`config.mk`:
```
export PLATFORM = sky130hd
export DESIGN_NAME = hamming_burst_sched_flat
export DESIGN_NICKNAME = d
export VERILOG_FILES = /design/src/rtl/hamming_burst_sched_if.sv /design/src/rtl/hamming_burst_sched.sv /design/src/flat_wrapper.sv
export SDC_FILE = /design/constraint.sdc
export NUM_CORES = 1
export LEC_CHECK = 0
export BUFFER_PORTS_ARGS = -buffer_cell sky130_fd_sc_hd__buf_4
export CORE_MARGIN = 2
export CORE_UTILIZATION = 50
export DETAILED_ROUTE_END_ITERATION = 12
export HOLD_SLACK_MARGIN = 0.12
export PLACE_DENSITY = 0.73
export SLEW_MARGIN = 20
export SYNTH_ARGS = -nofsm -noshare
export SYNTH_HDL_FRONTEND = slang
export SYNTH_SLANG_ARGS = --single-unit
```
`constraint.sdc`:
```
create_clock -name clk -period 5.1 [get_ports clk]
set_input_delay 0.51 -clock clk [delete_from_list [all_inputs] [get_ports clk]]
set_output_delay 0.51 -clock clk [all_outputs]
set_load 0.01 [all_outputs]
```
`src/rtl/hamming_burst_sched_if.sv`:
```
// Control/config and counter-facing signals of the burst scheduler, bundled as one bus.
interface hamming_burst_sched_if #(
  parameter int CNT_W   = 32,
  parameter int LEN_W   = 16,
  parameter int BURST_W = 8
);
  logic                   start;
  logic                   abort;
  logic [LEN_W-1:0]       run_len;
  logic [LEN_W-1:0]       pause_len;
  logic [BURST_W-1:0]     num_bursts;
  logic [CNT_W-1:0]       counter_in;
  logic                   enable;
  logic                   busy;
  logic [CNT_W-1:0]       snapshot;
  logic [$clog2(CNT_W):0] hdist;
  logic                   snap_valid;
  logic                   done;

  modport master (
    output start, abort, run_len, pause_len, num_bursts, counter_in,
    input  enable, busy, snapshot, hdist, snap_valid, done
  );

  modport slave (
    input  start, abort, run_len, pause_len, num_bursts, counter_in,
    output enable, busy, snapshot, hdist, snap_valid, done
  );
endinterface

```
`src/rtl/hamming_burst_sched.sv`:
```
// Run/pause burst sequencer driving a counter enable; captures the counter after each
// burst and reports the Hamming distance to the previous capture.
module hamming_burst_sched #(
  parameter int CNT_W   = 32,
  parameter int LEN_W   = 16,
  parameter int BURST_W = 8
) (
  input logic clk,
  input logic rst,
  hamming_burst_sched_if.slave bus
);
  localparam int HD_W = $clog2(CNT_W) + 1;

  typedef enum logic [2:0] {IDLE, RUN, CAPTURE, PAUSE, DONE} state_t;

  state_t             state;
  logic [LEN_W-1:0]   cnt;
  logic [LEN_W-1:0]   run_lat;
  logic [LEN_W-1:0]   pause_lat;
  logic [BURST_W-1:0] bursts_left;
  logic [CNT_W-1:0]   prev_snap;
  logic               enable;
  logic               busy;
  logic [CNT_W-1:0]   snapshot;
  logic [HD_W-1:0]    hdist;
  logic               snap_valid;
  logic               done;

  function automatic logic [HD_W-1:0] popcount(input logic [CNT_W-1:0] v);
    logic [HD_W-1:0] c;
    c = '0;
    for (int i = 0; i < CNT_W; i++) c = c + HD_W'(v[i]);
    return c;
  endfunction

  // cnt is loaded with the full length and leaves the state when it reads 1, so a
  // length of 2^LEN_W-1 fits without an extra bit.
  always_ff @(posedge clk or posedge rst) begin
    if (rst) begin
      state       <= IDLE;
      cnt         <= '0;
      run_lat     <= '0;
      pause_lat   <= '0;
      bursts_left <= '0;
      prev_snap   <= '0;
      enable      <= 1'b0;
      busy        <= 1'b0;
      snapshot    <= '0;
      hdist       <= '0;
      snap_valid  <= 1'b0;
      done        <= 1'b0;
    end else begin
      snap_valid <= 1'b0;
      done       <= 1'b0;
      if (state != IDLE && bus.abort) begin
        state  <= IDLE;
        enable <= 1'b0;
        busy   <= 1'b0;
      end else begin
        case (state)
          IDLE: begin
            if (bus.start) begin
              run_lat     <= bus.run_len;
              pause_lat   <= bus.pause_len;
              bursts_left <= bus.num_bursts;
              prev_snap   <= '0;
              busy        <= 1'b1;
              if (bus.run_len == '0 || bus.num_bursts == '0) begin
                state <= DONE;
                done  <= 1'b1;
              end else begin
                state  <= RUN;
                enable <= 1'b1;
                cnt    <= bus.run_len;
              end
            end
          end
          RUN: begin
            if (cnt == LEN_W'(1)) begin
              state  <= CAPTURE;
              enable <= 1'b0;
            end else begin
              cnt <= cnt - 1'b1;
            end
          end
          CAPTURE: begin
            snapshot   <= bus.counter_in;
            hdist      <= popcount(bus.counter_in ^ prev_snap);
            prev_snap  <= bus.counter_in;
            snap_valid <= 1'b1;
            if (bursts_left > BURST_W'(1)) begin
              bursts_left <= bursts_left - 1'b1;
              if (pause_lat == '0) begin
                state  <= RUN;
                enable <= 1'b1;
                cnt    <= run_lat;
              end else begin
                state <= PAUSE;
                cnt   <= pause_lat;
              end
            end else begin
              state <= DONE;
              done  <= 1'b1;
            end
          end
          PAUSE: begin
            if (cnt == LEN_W'(1)) begin
              state  <= RUN;
              enable <= 1'b1;
              cnt    <= run_lat;
            end else begin
              cnt <= cnt - 1'b1;
            end
          end
          DONE: begin
            state <= IDLE;
            busy  <= 1'b0;
          end
          default: begin
            state  <= IDLE;
            enable <= 1'b0;
            busy   <= 1'b0;
          end
        endcase
      end
    end
  end

  assign bus.enable     = enable;
  assign bus.busy       = busy;
  assign bus.snapshot   = snapshot;
  assign bus.hdist      = hdist;
  assign bus.snap_valid = snap_valid;
  assign bus.done       = done;
endmodule

```
`src/flat_wrapper.sv`:
```
// flat-port wrapper written by rule: the top's interface ports become plain ports
module hamming_burst_sched_flat 
#(
  parameter int CNT_W   = 32,
  parameter int LEN_W   = 16,
  parameter int BURST_W = 8
)
  (clk, rst, bus_start, bus_abort, bus_run_len, bus_pause_len, bus_num_bursts, bus_counter_in, bus_enable, bus_busy, bus_snapshot, bus_hdist, bus_snap_valid, bus_done);
  hamming_burst_sched_if #(.CNT_W(CNT_W), .LEN_W(LEN_W), .BURST_W(BURST_W)) bus_i ();
  input logic clk;
  input logic rst;
  input wire logic [$bits(bus_i.start)-1:0] bus_start;
  input wire logic [$bits(bus_i.abort)-1:0] bus_abort;
  input wire logic [$bits(bus_i.run_len)-1:0] bus_run_len;
  input wire logic [$bits(bus_i.pause_len)-1:0] bus_pause_len;
  input wire logic [$bits(bus_i.num_bursts)-1:0] bus_num_bursts;
  input wire logic [$bits(bus_i.counter_in)-1:0] bus_counter_in;
  output wire logic [$bits(bus_i.enable)-1:0] bus_enable;
  output wire logic [$bits(bus_i.busy)-1:0] bus_busy;
  output wire logic [$bits(bus_i.snapshot)-1:0] bus_snapshot;
  output wire logic [$bits(bus_i.hdist)-1:0] bus_hdist;
  output wire logic [$bits(bus_i.snap_valid)-1:0] bus_snap_valid;
  output wire logic [$bits(bus_i.done)-1:0] bus_done;
  assign bus_i.start = bus_start;
  assign bus_i.abort = bus_abort;
  assign bus_i.run_len = bus_run_len;
  assign bus_i.pause_len = bus_pause_len;
  assign bus_i.num_bursts = bus_num_bursts;
  assign bus_i.counter_in = bus_counter_in;
  assign bus_enable = bus_i.enable;
  assign bus_busy = bus_i.busy;
  assign bus_snapshot = bus_i.snapshot;
  assign bus_hdist = bus_i.hdist;
  assign bus_snap_valid = bus_i.snap_valid;
  assign bus_done = bus_i.done;
  hamming_burst_sched #(.CNT_W(CNT_W), .LEN_W(LEN_W), .BURST_W(BURST_W)) u_core (.clk(clk), .rst(rst), .bus(bus_i));
endmodule
```
Yosys cells after proc, flatten, opt, wreduce, memory -nomap -nowiden --
Cells that the tools add are included.
Word-level totals: bits of input ports 76, register bits 133, logic and storage cells 121, output and inout port bits 42
Cells by class: bitwise operators 2, reductions and logical operators 18, mux-type cells 38, $add $sub $neg 33, equal/unequal tests 17, order comparisons 1
Operators by type and width (number):
- 6-bit by 1-bit adder with 6-bit output | 30
- 16-bit 2-to-1 mux | 6
- 16-bit one-hot mux with 4 select lines | 1
- 32-bit one-hot mux with 2 select lines | 1
- 16-bit zero test | 2
- 32-bit 2-to-1 mux | 1
- 32-bit bitwise XOR | 1
- 3-bit 2-to-1 mux | 6
- 16-bit by 1-bit == test with 1-bit output, second input constant | 1
- 8-bit 2-to-1 mux | 2
- 8-bit one-hot mux with 2 select lines | 1
- 16-bit by 1-bit subtractor with 16-bit output, second input constant | 1
- 1-bit 2-to-1 mux | 15
- 3-bit by 1-bit inequality test with 1-bit output, second input constant | 4
- 3-bit one-hot mux with 4 select lines | 1
- 3-bit AND reduction | 3
- 8-bit by 1-bit greater-than comparator with 1-bit output, second input constant | 1
- 8-bit zero test | 1
- 8-bit by 1-bit subtractor with 8-bit output, second input constant | 1
- 7-bit AND reduction | 1
- 3-bit by 2-bit == test with 1-bit output, second input constant | 2
- 2-bit by 1-bit inequality test with 1-bit output, second input constant | 3
- 2-bit inequality test, second input constant | 3
- 3-bit by 2-bit inequality test with 1-bit output, second input constant | 2
- 17 further kinds | 19

Logic depth before layout (Yosys ltp) --
Gate-level depths: netlist of the first run.
word-level depth 32, depth in mapped cells 19, mapped depth without buffers 19

Worst setup path after synthesis of the first run --
No wires, ideal clock.
path type input -> register, start input bus_counter_in[0], end register u_core.hdist[4], in the netlist u_core.bus.hdist[4], setup time 134 ps, arrival 5219 ps, data required time 4966 ps, buffers on the path 0, stages on the path 16, path slack -253 ps, cells stage by stage xor2_1 > ha_1 > inv_1 > fa_1 > fa_1 > fa_1 > fa_1 > fa_1 > fa_1 > fa_1 > inv_1 > fa_1 > a21o_1 > a21oi_1 > xor2_1 > o21ai_0
On the way: word-level cells in the longest chain between the ends 32
RTL lines:
- from (decl) | RTL line flat_wrapper.sv:17 | input wire logic [$bits(bus_i.counter_in)-1:0] bus_counter_in;
- 32-bit bitwise XOR | RTL line hamming_burst_sched.sv:88 | hdist <= popcount(bus.counter_in ^ prev_snap);
- 1-bit by 1-bit adder with 2-bit output | RTL line hamming_burst_sched.sv:32 | for (int i = 0; i < CNT_W; i++) c = c + HD_W'(v[i]);
- 6-bit by 1-bit adder with 6-bit output (30 in series) | RTL line hamming_burst_sched.sv:32
- to (signal assigned) | RTL line hamming_burst_sched.sv:88
- to (decl) | RTL line hamming_burst_sched.sv:25 | logic [HD_W-1:0] hdist;
Every way passes these cells. A chain may end at the register's enable or synchronous reset.

Final worst setup path of the first run --
start register u_core.prev_snap[1], end register u_core.hdist[4], in the netlist u_core.bus.hdist[4]
On the way: word-level cells in the longest chain between the ends 32
RTL lines:
- from (decl) | RTL line hamming_burst_sched.sv:21 | logic [CNT_W-1:0] prev_snap;
- from (signal assigned) | RTL line hamming_burst_sched.sv:89 | prev_snap <= bus.counter_in;
- 32-bit bitwise XOR | RTL line hamming_burst_sched.sv:88
- 1-bit by 1-bit adder with 2-bit output | RTL line hamming_burst_sched.sv:32
- 6-bit by 1-bit adder with 6-bit output (30 in series) | RTL line hamming_burst_sched.sv:32
Every way passes these cells.

==> results of run 1 <==
[registers in the layout, summed over array words and instances (netlist names)]
register,flops
u_core.pause_lat,16
u_core.prev_snap,32
u_core.bus.done,1
u_core.cnt,16
u_core.bus.enable,1
u_core.bus.busy,1
u_core.bursts_left,8
u_core.bus.snap_valid,1
u_core.run_lat,16
u_core.bus.snapshot,32
u_core.bus.hdist,6
u_core.state,3
[power by group]
part | internal, mW | switching (mW) | total (mW)
combinational | 0.882 | 1.02 | 1.90
clock | 0.822 | 0.494 | 1.32
sequential | 1.30 | 0.254 | 1.55
[layer usage]
layer	global-route usage, %	vias to the layer above	wire length [µm]
met3	6.87	17	1180
met5	0	-	0
li1	-	2741	-
met2	39.5	210	9110
met4	6.87	0	204
met1	32.1	2921	8100
[per-stage QoR]
stage                     utilization [%]  cells  instance area [µm²]
final                                62.4   1047                 8970
after global routing                 62.4   1047                 8970
after floorplan                         -    730                 7280
after CTS                            62.4   1046                 8960
after global placement               58.0   1014                 8330
after detailed placement             58.0   1014                 8330
[synthesized netlist by cell type (14+ instances only)]
cell / instances
mux2_2: 31
clkbuf_1: 15
a21oi_1: 29
nand2_1: 158
nor3_1: 14
fa_1: 24
inv_1: 38
nor2_1: 50
o21ai_0: 45
dfrtp_1: 133
xnor2_1: 28
a22o_1: 17
[critical path: stages, from the launching register on]
cell and delay (ns):
dfrtp_1 0.39, xor2_1 0.18, ha_1 0.29, inv_2 0.04
fa_1 0.47, fa_1 0.57, fa_1 0.43, fa_1 0.53
fa_1 0.47, fa_1 0.56, fa_2 0.22, inv_2 0.04
fa_2 0.34, a21o_1 0.20, a21oi_2 0.14, xor2_1 0.16
o21ai_1 0.07
[kinds of logic after synthesis]
kind of cell	Yosys count
buffers and inverters	73
XOR/XNOR	37
multiplexers	32
adder cells (fa/ha/maj)	36
AO/OA/AOI/OAI	147
flip-flops	133
AND/OR/NAND/NOR	272
[cell type report]
cell class | instances | area share [%]
clock buffer | 17 | 4.74
clock inverter | 15 | 2.29
inverter | 40 | 1.70
multi-input combinational | 524 | 40.4
sequential | 133 | 37.1
tap | 184 | 2.57
timing repair buffer | 134 | 11.2
[path summary, 6_finish.rpt]
path,startpoint,to,slack (ns),cells past startpoint
setup / recovery,u_core.prev_snap[1]$_DFFE_PP0P_,u_core.bus.hdist[4]$_DFFE_PP0P_,-0.14,16
hold / removal,rst,u_core.bus.snapshot[22]$_DFFE_PP0P_,0.30,2
setup reg to reg,u_core.prev_snap[1]$_DFFE_PP0P_,u_core.bus.hdist[4]$_DFFE_PP0P_,-0.14,16
hold reg to reg,u_core.bus.snapshot[10]$_DFFE_PP0P_,u_core.bus.snapshot[10]$_DFFE_PP0P_,0.48,2
max in group asynchronous,rst,u_core.cnt[2]$_DFFE_PP0P_,3.54,3
min in group clk,bus_counter_in[10],u_core.bus.snapshot[10]$_DFFE_PP0P_,0.32,3
[timing repair]
item	CTS	global route
pin swaps	0	2
resized for setup	1	4
buffers inserted	0	1
setup endpoints to repair	2	5
==> flow_summary.ini, run 1 <==
[logic_synthesis]
ys.flop_type = dfrtp_1
synth_top_cell_by_area = dfrtp_1
synth.area.top_cells = dfrtp_1, nand2_1, fa_1
synth-xor-area-share_pct = 4.46
yosys_warnings = 0
syn-mean-instance-area_um2 = 9.96
synth-compound-area-share_pct = 14.3
synthesis.nets = 842
synth-edff-count = 0
synthCells = 730
synth_area_um2 = 7270
synth_adder_area_share_pct = 8.67
seq_area_frac_synth_pct = 45.8
synth-simple-area-share_pct = 17.2
ys_ff_latch = 133
netlist.area_leader.share_pct = 45.8
synthMuxAreaShare_pct = 5.01
ys_types = 66
synth_top_family_by_area = simple AND/OR/NAND/NOR gates
synthArstFlopShare_pct = 100

[route]
drc = 0
routed_wirelength_um = 18600
dr.pass1.iters = 6
antenna_left = 0
routed_via_density = 5.62
wire_per_inst_um = 17.8
drt_iter0_drc = 493
via_count = 5889

[layout]
fill_cells = 1158
layout_common_cells = nand2_1, buf_4, dfrtp_1
antennaDiodeCount = 0
final_common_cell = nand2_1
syn2layout_area_growth_pct = 23.4
layout.nets = 962
drive_gt1_share_pct = 26.1
seqCellArea_um2 = 3330
multi_input_area_um2 = 3620

[floorplan]
rows = 44
io-pin-count = 118
die_width_um = 125
initial_core_util_pct = 50.6
core_um2 = 14400
dieArea_um2 = 15500
die_h_um = 125

[timing]
finalHoldViolCount = 0
max_freq_ghz = 0.191
slew_headroom_pct = 34.3
maxSlewViolCount = 0
timing.final.ws_setup_ns = -0.144
timing.final.crit_share_pct = 103
holdWs_ns = 0.298
setup_tns_ns = -0.144
setup_viol = 1
worst_pin_slew_ns = 0.986
finalClockSkew_ns = 0.00980
fin_crit_ns = 5.24
rsz0062_at_grt = true

[placement]
dp_hpwl_um = 12900
io_buffers = 117
pre_cts_slack_ns = -0.279
place_congestion = 0.897

[pwr]
leakage_nw = 4.34
ir_drop_uv = 327
fin_total_pwr_mw = 4.77
power.density_nw_per_um2 = 532

[grt]
grt_max_degree = 80
grt_pass1_wl_um = 30100
grt_overflow = 0
grt_usage_pct = 24.3
grt_pass1_vias = 5862
antenna_found_initial = 0

[worst_hold_path]
hold_class = in -> async

[critical_path]
cp-end-kind = flip-flop
worstPathRequired_ns = 5.39
critPathKind = reg -> reg
cp_data_arrival_time_ns = 5.53
worstPathMaxFanout = 2
critPathLaunchType = flip-flop

[clocking]
cts_sinks = 133
holdBufCountCts = 0
clk_latency_ns = 0.42
cts-buffers-inserted = 17
cts.path.max_buffers = 2
cts_max_level = 4
cts_root_buffer = clkbuf_16
cts_tree = done
clk_pin_slew_ns = 0.06

[status]
violations = negative setup slack
run_status = finished with violations

[run]
drv_cap = 0
(Power assumes the default switching activity.)
==> run 2, diff against run 1 <==
--- a/config.mk
+++ b/config.mk
@@ -9,8 +9,9 @@
 export CORE_MARGIN = 2
 export CORE_UTILIZATION = 50
 export DETAILED_ROUTE_END_ITERATION = 12
-export HOLD_SLACK_MARGIN = 0.12
+export HOLD_SLACK_MARGIN = 0.15
 export PLACE_DENSITY = 0.73
+export REMOVE_ABC_BUFFERS = 1
 export SLEW_MARGIN = 20
 export SYNTH_ARGS = -nofsm -noshare
 export SYNTH_HDL_FRONTEND = slang
==> run 2 against run 1 <==
Against the previous run: the run still ends with negative setup slack left; wire length fell by 5.0%; via count fell by 1.9%; worst hold slack got worse by 0.081 ns; die area did not move; count of clock-buffer cells in the layout rose by 4; critical path depth did not move; clock skew fell by 0.0039 ns; total power fell by 0.14%; non-clock buffer count fell by 4; combinational power barely moved; first-iteration DRC count fell by 14%; clock power fell by 3%.
==> flow_summary.ini, run 2 (synthesized netlist as in run 1, its figures left out) <==
[timing]
rsz0062_at_grt = true
timing.final.crit_share_pct = 100
setup_viol = 1
setup_tns_ns = -0.0198
timing.final.ws_setup_ns = -0.0198
fin_crit_ns = 5.12
slew_headroom_pct = 32.8
maxSlewViolCount = 0
worst_pin_slew_ns = 1.01
finalClockSkew_ns = 0.00588
max_freq_ghz = 0.195
finalHoldViolCount = 0

[layout]
layout.nets = 958
layout_common_cells = nand2_1, dfrtp_1, buf_4
top_regs = u_core.bus.snapshot x32, u_core.prev_snap x32
final_common_cell = nand2_1
drive_gt1_share_pct = 26.2
syn2layout_area_growth_pct = 23.1
stdcell_count = 1043
multi_input_area_um2 = 3640
fill_cells = 1172
antennaDiodeCount = 0
seqCellArea_um2 = 3330
final_core_util_pct = 62.3

[run]
drv_cap = 0

[floorplan]
dieArea_um2 = 15500
die_width_um = 125
core_um2 = 14400
die_h_um = 125
initial_core_util_pct = 50.6
io-pin-count = 118
rows = 44

[critical_path]
rr_worst_depth = 16
r2r_setup_slack_ns = -0.02
cp-end-kind = flip-flop
critPathLaunchType = flip-flop
worstPathMaxFanout = 2
r2r-end = u_core.bus.hdist[4]$_DFFE_PP0P_
worstPathRequired_ns = 5.37
r2r_start = u_core.prev_snap[0]$_DFFE_PP0P_
critPathKind = reg -> reg
cp_data_arrival_time_ns = 5.39

[route]
dr.pass1.iters = 6
wire_per_inst_um = 16.9
drt_iter0_drc = 425
antenna_left = 0
via_count = 5777
drc = 0
routed_wirelength_um = 17700
routed_via_density = 5.54

[status]
violations = negative setup slack
run_status = finished with violations

[clocking]
cts_sinks = 133
cts.path.max_buffers = 2
clk_pin_slew_ns = 0.06
cts_tree = done
holdBufCountCts = 0
cts-buffers-inserted = 17
clk_latency_ns = 0.42
cts_max_level = 4
cts_root_buffer = clkbuf_16

[placement]
dp_hpwl_um = 12300
place_congestion = 0.887
dp.cells = 1010
io_buffers = 117

[grt]
antenna_found_initial = 0
grt_pass1_wl_um = 29600
grt_max_degree = 58
grt_overflow = 0
grt_pass1_vias = 5995
grt_usage_pct = 23.7

[pwr]
ir_drop_uv = 408
leakage_nw = 4.30
fin_total_pwr_mw = 4.76
power.density_nw_per_um2 = 532

[worst_hold_path]
hold_class = in -> async
-- run 2: cell count changes in the layout (fill, tap and decap cells not counted), sizes merged --
cell,delta
clkinv,-4
inv,-2
bufinv,-1
clkbuf,+4
buf,-4
clkinvlp,+3
-- run 2: power by group --
group	internal [mW]	leakage (nW)	switching [mW]	total, mW
clock network	0.808	0.288	0.469	1.28
logic	0.919	2.29	1.01	1.93
registers	1.30	1.72	0.258	1.56
total	3.03	4.30	1.73	4.76
-- run 2: critical path, stage by stage (launching register included) --
cell and delay (ns):
dfrtp_1 0.39, xor2_1 0.17, ha_1 0.29, inv_1 0.07, fa_1 0.43, fa_2 0.56
fa_2 0.44, fa_1 0.51, fa_1 0.43, fa_1 0.53, fa_1 0.19, inv_2 0.05
fa_2 0.34, a21o_1 0.20, a21oi_2 0.13, xor2_1 0.17, o21ai_1 0.08
-- run 2: metal layers --
metal / GRT usage, % / vias up / routed length, µm
met5: 0 / - / 0
met2: 39.6 / 190 / 8620
met4: 9.58 / 0 / 415
li1: - / 2731 / -
met1: 29.5 / 2821 / 7420
met3: 6.06 / 35 / 1210
-- run 2: metrics by stage --
step	instance area (µm²)	setup WS (ns)	hold WS, ns
2_1_floorplan	7080	-0.291	0.459
3_3_place_gp	8290	-0.501	0.460
3_5_place_dp	8290	-0.645	0.463
4_1_cts	8930	-0.0145	0.242
5_1_grt	8950	-0.164	0.288
6_report	8950	-0.0198	0.217
-- run 2: final cells by class --
type                    instances  share of cell area, %
clock buffers                  21                   5.26
clock inverters                11                   1.68
inverters                      40                   1.71
multi-input cells             524                   40.7
well taps                     184                   2.57
flip-flops and latches        133                   37.2
repair buffers                130                   10.9
-- run 2: worst max path at each step --
stage | from | cells after the start | to
6_report | u_core.prev_snap[0]$_DFFE_PP0P_ | 16 | u_core.bus.hdist[4]$_DFFE_PP0P_
5_1_grt | u_core.prev_snap[0]$_DFFE_PP0P_ | 16 | u_core.bus.hdist[4]$_DFFE_PP0P_
4_1_cts | u_core.prev_snap[0]$_DFFE_PP0P_ | 18 | u_core.bus.hdist[5]$_DFFE_PP0P_
3_5_place_dp | bus_counter_in[1] | 17 | u_core.bus.hdist[4]$_DFFE_PP0P_
3_3_place_gp | bus_counter_in[0] | 17 | u_core.bus.hdist[4]$_DFFE_PP0P_
2_1_floorplan | bus_counter_in[0] | 16 | u_core.bus.hdist[4]$_DFFE_PP0P_
-- run 2: timing repair --
item                                    in CTS  in global routing
resized for setup                            3                  9
gates cloned                                 0                  0
endpoints found under the setup margin       5                  5
buffers inserted                             1                  0
pin swaps                                   10                  6
==> run 3, diff against run 2 <==
--- a/config.mk
+++ b/config.mk
@@ -5,7 +5,7 @@
 export SDC_FILE = /design/constraint.sdc
 export NUM_CORES = 1
 export LEC_CHECK = 0
-export BUFFER_PORTS_ARGS = -buffer_cell sky130_fd_sc_hd__buf_4
+export BUFFER_PORTS_ARGS = -buffer_cell sky130_fd_sc_hd__buf_2
 export CORE_MARGIN = 2
 export CORE_UTILIZATION = 50
 export DETAILED_ROUTE_END_ITERATION = 12
==> run 3 against run 2 <==
Against the previous run: the run now ends clean; fmax is 1.4% higher; clock power is 8% lower; first-iteration DRC count is 3.3% lower; wire length is 8.0% lower; critical path type unchanged; sequential power hardly changed; setup slack better by 0.073 ns; register-to-register slack better by 0.07 ns; largest power group unchanged; final cell count is 0.19% lower; die area stayed put; combinational power is 7% lower.
==> flow_summary.ini, run 3 (synthesized netlist as in run 1, its figures left out) <==
[status]
run_status = complete, no violations

[route]
antenna_left = 0
wire_per_inst_um = 15.6
dr.pass1.iters = 5
drc = 0
routed_wirelength_um = 16200
drt_iter0_drc = 411
via_count = 5625
routed_via_density = 5.40

[grt]
grt_pass1_wl_um = 28100
grt_max_degree = 100
grt_pass1_vias = 5697
grt_overflow = 0
antenna_found_initial = 0
grt_usage_pct = 22.4

[clocking]
cts_tree = done
cts_setup_buffers = 0
clk_pin_slew_ns = 0.06
cts_max_level = 4
clk_latency_ns = 0.42
cts-buffers-inserted = 17
cts_root_buffer = clkbuf_16
cts.path.max_buffers = 2
holdBufCountCts = 0
cts_sinks = 133

[layout]
multi_input_area_um2 = 3620
final_cell_area_um2 = 8570
top_regs = u_core.bus.snapshot x32, u_core.prev_snap x32
seqCellArea_um2 = 3330
final_core_util_pct = 59.6
final_common_cell = nand2_1
fill_cells = 1273
drive_gt1_share_pct = 25.3
stdcell_count = 1041
syn2layout_area_growth_pct = 17.9
antennaDiodeCount = 0
layout_common_cells = nand2_1, dfrtp_1, buf_2
layout.nets = 956

[critical_path]
r2r-end = u_core.bus.hdist[4]$_DFFE_PP0P_
cp-end-kind = flip-flop
rr_worst_depth = 16
cp_data_arrival_time_ns = 5.31
r2r_setup_slack_ns = 0.05
r2r_start = u_core.prev_snap[1]$_DFFE_PP0P_
critPathKind = reg -> reg
worstPathMaxFanout = 2
worstPathRequired_ns = 5.36
critPathLaunchType = flip-flop

[placement]
dp_hpwl_um = 11300
place_congestion = 0.890
dpl-instance-area_um2 = 8000
pre_cts_slack_ns = -0.531
dp.cells = 1009
io_buffers = 117

[pwr]
power.density_nw_per_um2 = 527
combPwrFrac_pct = 39.6
ir_drop_uv = 314
p_sw_share_pct = 37.2
internal_power_mw = 2.84
fin_total_pwr_mw = 4.51
clockPowerShare_pct = 26.1
power_switching_mw = 1.68
leakage_nw = 4.22
power_frac_seq_pct = 34.3

[timing]
finalClockSkew_ns = 0.0125
maxSlewViolCount = 0
slew_headroom_pct = 35.0
rsz0062_at_grt = true
max_freq_ghz = 0.198
fin_crit_ns = 5.05
worst_pin_slew_ns = 0.974
timing.final.crit_share_pct = 99.0
finalHoldViolCount = 0
timing.final.ws_setup_ns = 0.0528
setup_viol = 0

[floorplan]
rows = 44
die_width_um = 125
die_h_um = 125
dieArea_um2 = 15500
io-pin-count = 118
initial_core_util_pct = 50.6
core_um2 = 14400

[worst_hold_path]
hold_class = in -> async

[run]
drv_cap = 0
-- run 3: cell types whose count changed in the layout (fill, tap and decap cells not counted), moves of 3 or more --
cell,before,now
buf_2,0,117
buf_4,130,11
inv_1,33,36
inv_2,5,2
inv_6,0,4
-- run 3: layout make-up --
class | instances | share of cell area, %
clock buffers | 18 | 5.13
clock inverters | 14 | 1.49
inverters | 40 | 1.81
multi-input cells | 524 | 42.2
flip-flops and latches | 133 | 38.8
well taps | 184 | 2.69
repair buffers | 128 | 7.80
-- run 3: how the worst max path moves through the flow --
stage / from / to / slack, ns / cells past startpoint
6_report: u_core.prev_snap[1]$_DFFE_PP0P_ / u_core.bus.hdist[4]$_DFFE_PP0P_ / 0.05 / 16
3_3_place_gp: bus_counter_in[0] / u_core.bus.hdist[4]$_DFFE_PP0P_ / -0.49 / 17
4_1_cts: u_core.prev_snap[0]$_DFFE_PP0P_ / u_core.bus.hdist[5]$_DFFE_PP0P_ / 0.009 / 18
2_1_floorplan: bus_counter_in[0] / u_core.bus.hdist[4]$_DFFE_PP0P_ / -0.29 / 16
3_5_place_dp: bus_counter_in[1] / u_core.bus.hdist[4]$_DFFE_PP0P_ / -0.53 / 17
5_1_grt: u_core.prev_snap[0]$_DFFE_PP0P_ / u_core.bus.hdist[3]$_DFFE_PP0P_ / -0.21 / 18
-- run 3: repair_timing --
| action | 4_1_cts | 5_1_grt |
|---|---|---|
| gates resized for setup | 1 | 2 |
| pin swaps | 8 | 1 |
| endpoints found under the setup margin | 5 | 4 |
-- run 3: critical path, stage by stage (launching register included) --
cell and delay [ns]:
dfrtp_1 0.39, xor2_1 0.17, ha_1 0.29, inv_2 0.04
fa_1 0.45, fa_1 0.51, fa_1 0.43, fa_1 0.51
fa_1 0.43, fa_1 0.55, fa_1 0.17, inv_1 0.06
fa_2 0.33, a21o_1 0.20, a21oi_2 0.14, xor2_1 0.14
o21ai_0 0.09
-- run 3: through the flow --
stage	hold WS (ns)	setup TNS, ns
floorplan	0.459	-0.339
global placement	0.455	-1.53
detailed placement	0.457	-1.76
CTS	0.310	0
global route	0.305	-0.613
finish	0.279	0
-- run 3: layer usage --
| metal | routed length [µm] | part of all wire, % | GRT usage [%] |
|---|---|---|---|
| met5 | 0 | 0 | 0 |
| met4 | 148 | 0.91 | 5.49 |
| met3 | 924 | 5.7 | 6.57 |
| met2 | 7780 | 48 | 35.4 |
| met1 | 7390 | 45 | 30.5 |
-- run 3: power by group through the flow --
stage,clock network (mW),logic (mW),registers (mW)
after floorplan,0,1.31,1.50
after global placement,0,1.72,1.55
after detailed placement,0,1.76,1.56
after CTS,1.19,1.80,1.55
after global routing,1.25,2.07,1.58
final,1.18,1.79,1.55
